### config.mk
export PLATFORM = sky130hd
export DESIGN_NAME = imem_program_loader_flat
export DESIGN_NICKNAME = d
export VERILOG_FILES = /design/src/rtl/imem_program_loader_if.sv /design/src/rtl/imem_program_loader.sv /design/src/flat_wrapper.sv
export SDC_FILE = /design/constraint.sdc
export NUM_CORES = 1
export LEC_CHECK = 0
export BUFFER_PORTS_ARGS = -buffer_cell sky130_fd_sc_hd__buf_2
export CORE_MARGIN = 2
export CORE_UTILIZATION = 40
export DETAILED_ROUTE_END_ITERATION = 10
export MAX_ROUTING_LAYER = met4
export PLACE_DENSITY_LB_ADDON = 0.08
export SYNTH_ARGS = -nofsm -noshare
export SYNTH_HDL_FRONTEND = slang
export SYNTH_SLANG_ARGS = --single-unit
export TNS_END_PERCENT = 5
### constraint.sdc
create_clock -name clk -period 5.5 [get_ports clk]
set_clock_uncertainty 0.2 [all_clocks]
set_input_delay 0.825 -clock clk [delete_from_list [all_inputs] [get_ports clk]]
set_output_delay 0.825 -clock clk [all_outputs]
set_load 0.01 [all_outputs]
### src/rtl/imem_program_loader_if.sv
// Byte-stream input and instruction-memory write port of the program loader.
// The master side is the byte source plus the memory; the slave side is the loader.
interface imem_program_loader_if;
    logic        byte_valid;
    logic [7:0]  byte_data;
    logic        byte_ready;
    logic        mem_we;
    logic [31:0] mem_addr;
    logic [31:0] mem_wdata;

    modport master (
        output byte_valid,
        output byte_data,
        input  byte_ready,
        input  mem_we,
        input  mem_addr,
        input  mem_wdata
    );

    modport slave (
        input  byte_valid,
        input  byte_data,
        output byte_ready,
        output mem_we,
        output mem_addr,
        output mem_wdata
    );
endinterface

### src/rtl/imem_program_loader.sv
// Packs a big-endian byte stream into 32-bit words and writes them sequentially
// into instruction memory, holding the core in reset until the load completes.
module imem_program_loader #(
    parameter logic [31:0] BASE_ADDR = 32'h0000_0000,
    parameter int unsigned MAX_WORDS = 512
) (
    input  logic                         clk,
    input  logic                         rst,
    input  logic                         start,
    input  logic [15:0]                  num_words,
    imem_program_loader_if.slave         bus,
    output logic                         cpu_hold,
    output logic                         done,
    output logic                         err,
    output logic [15:0]                  word_count
);

    typedef enum logic [1:0] {
        IDLE   = 2'd0,
        LOAD   = 2'd1,
        FINISH = 2'd2,
        DONE   = 2'd3
    } state_t;

    state_t      state_reg;
    state_t      state_next;

    logic [1:0]  byte_idx_reg;
    logic [23:0] byte_buf_reg;
    logic [15:0] num_words_reg;
    logic [15:0] word_count_reg;
    logic        err_reg;
    logic        mem_we_reg;
    logic [31:0] mem_addr_reg;
    logic [31:0] mem_wdata_reg;

    logic        start_ok;
    logic        reject;
    logic        accept;
    logic        word_full;
    logic        last_word;

    assign start_ok  = start && ((state_reg == IDLE) || (state_reg == DONE));
    assign reject    = 32'(num_words) > MAX_WORDS;
    assign accept    = bus.byte_valid && bus.byte_ready;
    assign word_full = accept && (byte_idx_reg == 2'd3);
    // word_count_reg still indexes the word being filled: it only advances
    // on the write strobe, which lands well before the next word completes.
    assign last_word = ({1'b0, word_count_reg} + 17'd1) == {1'b0, num_words_reg};

    always_ff @(posedge clk or posedge rst) begin
        if (rst) begin
            state_reg <= IDLE;
        end else begin
            state_reg <= state_next;
        end
    end

    always_comb begin
        state_next = state_reg;
        case (state_reg)
            IDLE, DONE: begin
                if (start) begin
                    if ((num_words == 16'd0) || reject) begin
                        state_next = DONE;
                    end else begin
                        state_next = LOAD;
                    end
                end
            end
            LOAD: begin
                if (word_full && last_word) begin
                    state_next = FINISH;
                end
            end
            FINISH: state_next = DONE;
            default: state_next = IDLE;
        endcase
    end

    always_comb begin
        bus.byte_ready = (state_reg == LOAD);
        done           = (state_reg == DONE) && !err_reg;
        err            = (state_reg == DONE) && err_reg;
        // A rejected load leaves the core held.
        cpu_hold       = !((state_reg == DONE) && !err_reg);
    end

    always_ff @(posedge clk or posedge rst) begin
        if (rst) begin
            byte_idx_reg   <= 2'd0;
            byte_buf_reg   <= 24'd0;
            num_words_reg  <= 16'd0;
            word_count_reg <= 16'd0;
            err_reg        <= 1'b0;
            mem_we_reg     <= 1'b0;
            mem_addr_reg   <= BASE_ADDR;
            mem_wdata_reg  <= 32'd0;
        end else begin
            mem_we_reg <= word_full;
            if (accept) begin
                byte_idx_reg <= byte_idx_reg + 2'd1;
                byte_buf_reg <= {byte_buf_reg[15:0], bus.byte_data};
            end
            if (word_full) begin
                mem_wdata_reg <= {byte_buf_reg, bus.byte_data};
                mem_addr_reg  <= BASE_ADDR + {14'd0, word_count_reg, 2'b00};
            end
            if (mem_we_reg) begin
                word_count_reg <= word_count_reg + 16'd1;
            end
            if (start_ok) begin
                byte_idx_reg   <= 2'd0;
                byte_buf_reg   <= 24'd0;
                word_count_reg <= 16'd0;
                num_words_reg  <= num_words;
                err_reg        <= reject;
            end
        end
    end

    assign bus.mem_we    = mem_we_reg;
    assign bus.mem_addr  = mem_addr_reg;
    assign bus.mem_wdata = mem_wdata_reg;
    assign word_count    = word_count_reg;

endmodule

### src/flat_wrapper.sv
// flat-port wrapper written by rule: the top's interface ports become plain ports
module imem_program_loader_flat 
#(
    parameter logic [31:0] BASE_ADDR = 32'h0000_0000,
    parameter int unsigned MAX_WORDS = 512
)
  (clk, rst, start, num_words, cpu_hold, done, err, word_count, bus_byte_valid, bus_byte_data, bus_byte_ready, bus_mem_we, bus_mem_addr, bus_mem_wdata);
  imem_program_loader_if bus_i ();
  input  logic clk;
  input  logic rst;
  input  logic start;
  input  logic [15:0] num_words;
  output logic cpu_hold;
  output logic done;
  output logic err;
  output logic [15:0] word_count;
  input wire logic [$bits(bus_i.byte_valid)-1:0] bus_byte_valid;
  input wire logic [$bits(bus_i.byte_data)-1:0] bus_byte_data;
  output wire logic [$bits(bus_i.byte_ready)-1:0] bus_byte_ready;
  output wire logic [$bits(bus_i.mem_we)-1:0] bus_mem_we;
  output wire logic [$bits(bus_i.mem_addr)-1:0] bus_mem_addr;
  output wire logic [$bits(bus_i.mem_wdata)-1:0] bus_mem_wdata;
  assign bus_i.byte_valid = bus_byte_valid;
  assign bus_i.byte_data = bus_byte_data;
  assign bus_byte_ready = bus_i.byte_ready;
  assign bus_mem_we = bus_i.mem_we;
  assign bus_mem_addr = bus_i.mem_addr;
  assign bus_mem_wdata = bus_i.mem_wdata;
  imem_program_loader #(.BASE_ADDR(BASE_ADDR), .MAX_WORDS(MAX_WORDS)) u_core (.clk(clk), .rst(rst), .start(start), .num_words(num_words), .bus(bus_i), .cpu_hold(cpu_hold), .done(done), .err(err), .word_count(word_count));
endmodule
==> reports/qor.csv <==
metric;value;unit
run status;complete, no violations;
layout cells sized above 1;29.5;%
main combinational cell family by area after synthesis;simple AND/OR/NAND/NOR gates;
CP max stage cell;dfrtp_1;
metal2 WL;5840;microns
via density per instance;4.85;
Critical Path, Cell by Cell;and4_1, nand3_1, xnor2_1, a2111oi_0, o2111ai_1, o211a_1, a211oi_2;
Post-Syn Area per Cell;10.4;sq um
Num CTS Buffers;9;
initial antenna violation count;1;
number of synthesized register bits;110;
Hold Violations, Final;0;
FMAX;336;MHz
Die X;117;microns
maximum vdd ir drop;221;uV
xor and xnor area share after synthesis;6.29;%
DR DRC count;0;
Synth Area in Compound Gates;5.83;%
Synth async-reset ratio;100;%
max reg flops;32;
Slew HR;20.1;%
register area;2750;sq um
Seq/Total Area, Yosys;53.4;%
vias in the first global route;3842;
yosys warns;0;
first-pass GRT wire length;19500;microns
hold buffers post-CTS;0;
Netlist Area Pre-Place;5150;sq um
Synth Area in Simple Gates;17.4;%
worst skew pair latency;360;ps
Non-Filler Instances;754;
met3 routed wirelength;496;microns
grt ovf;0;
Internal;1.17;mW
DR WL/cell;15.1;microns
reg2reg setup slack;2530;ps
critical path class;reg -> reg;
number of synthesized flops with an enable pin;0;
iteration count of the initial detailed-routing pass;5;
Hold Path Class;reg -> reg;
CTS resizes;0;
die area;13800;sq um
Clock Path Buffers;2;
startpoint types;flip-flop;
worst-margin pin slew;1200;ps
largest net degree at the start of global routing;69;
Synth area leaders;dfrtp_1 (53%), mux2_2 (10%), nand2_1 (8.2%);
maxcap violations;0;
area leader, netlist;dfrtp_1;
sw power;0.368;mW
placed insts;736;
# port buffers;96;
Tcrit/Tclk final;54.0;%
Initial Util;40.8;%
CTS Root Cell;clkbuf_16;
P_leak;3.06;nW
H-tree depth;3;
Row Count;41;
worst-path fanout max;12;
area of the multi-input gates;2190;sq um
Worst EP arrival;3050;ps
Post-DRT Antenna Nets;0;
PD cells;258;nW/um^2
core area;12600;sq um
crit end category;flip-flop;
fillers;1268;
TritonCTS clock tree;done;
Synth top area share;53.4;%
DRT met1 WL;4870;microns
highest metal used;met4;
Switching Share;23.8;%
max incr delay on CP;560;ps
Clk network pwr share;40.4;%
mux contribution to synthesized area;10.5;%
final net count;608;
Synth-to-Final Area Change;15.8;%
Critical Path RT;5580;ps
endpoints failing setup;0;
Reg power frac;53.9;%
# clock sinks;110;
RSZ-0062 raised after global routing;false;
postcts setup bufs;0;
Synth Area in Adders;1.21;%
Syn Inst Count;496;
Reg clk slew, reported paths;70;ps
gpl congestion;0.828;
fin crit period;2970;ps
final WL;11400;microns
fin. max-slew vios;0;
Netlist cell types;48;
vias;3660;
prevailing post-synth register cell;dfrtp_1;
Final HPWL DP;7790;microns
chip height;117;microns
Global Route Usage Sum;18.2;%
DRT iter0 DRCs;112;
logic gate share of total power;5.6;%
setup TNS;0;ps
count leader, synth;nand2_1;
Synth top cells by count;nand2_1 (112), dfrtp_1 (110), mux2_2 (47), a21oi_1 (29), nor2_1 (29);
# IOs;113;
[critical path: cells and delay by family, from the launching register on]
kind	cells	cell delay, ps
xor gates and xnor gates	1	150
and+or+nand+nor	2	700
AOI/OAI and AO/OA	4	1270
DFF	1	560
[power groups by stage]
stage / sequential (mW) / clock (mW) / combinational (mW)
after floorplan: 0.844 / 0 / 0.0675
after global placement: 0.848 / 0 / 0.0880
after detailed placement: 0.848 / 0 / 0.0892
after CTS: 0.832 / 0.650 / 0.0894
after global routing: 0.833 / 0.680 / 0.101
final: 0.832 / 0.623 / 0.0870
[cell type report]
| type | count | share of cell area (%) |
|---|---|---|
| diodes | 2 | 0.0839 |
| clock inverters | 5 | 0.671 |
| multi-input cells | 350 | 36.7 |
| clock buffers | 11 | 4.07 |
| well taps | 172 | 3.61 |
| repair buffers | 98 | 8.31 |
| flip-flops and latches | 110 | 46.1 |
| inverters | 6 | 0.419 |
[through the flow]
step	total power, mW	setup WS (ps)	util, %	cell area, sq um	hold WS, ps
finish	1.54	2530	47.3	5970	297
global route	1.61	2140	47.3	5970	315
CTS	1.57	2480	47.2	5960	301
detailed placement	0.937	2510	45.0	5680	284
global placement	0.936	2670	45.0	5680	282
floorplan	0.911	1570	-	5210	255
[layer usage]
layer,GRT usage (%),vias up
met2,31.2,78
met5,-,-
li1,-,1785
met4,5.80,0
met1,20.7,1784
met3,5.14,13
[placed cells by master (no fill, tap or decap), drive strengths merged, types with 2 or more instances in the layout]
cell	instances
conb	16
diode	2
nand3	11
a21oi	29
nor3	7
clkbuf	11
dfrtp	110
a2111oi	2
nand2	112
nor4	3
xnor2	18
and4	3
xor2	19
ha	5
mux2	47
nor2	29
nand4	8
inv	9
and2	5
and3	3
nand2b	2
clkinv	2
nor2b	6
o21ai	7
buf	98
[logic make-up (layout without fill, tap and decap cells)]
kind of cell | Yosys count | count (layout)
AO/OA/AOI/OAI | 49 | 49
XOR/XNOR | 37 | 37
adder cells (fa/ha/maj) | 5 | 5
buffers and inverters | 51 | 120
flip-flops | 110 | 110
multiplexers | 48 | 48
other | 1 | 18
AND/OR/NAND/NOR | 195 | 195
[final timing paths]
check                                   startpoint                        to  cells after the start
min in group asynchronous                      rst   u_core.num_words_reg[0]                      2
setup reg to reg              u_core.word_count[2]       u_core.state_reg[1]                      7
setup / recovery              u_core.word_count[2]       u_core.state_reg[1]                      7
hold reg to reg            u_core.num_words_reg[3]   u_core.num_words_reg[3]                      2
max in group asynchronous                      rst  u_core.bus.mem_wdata[26]                      3
hold / removal             u_core.num_words_reg[3]   u_core.num_words_reg[3]                      2
Power figures use the tool's default switching activity.
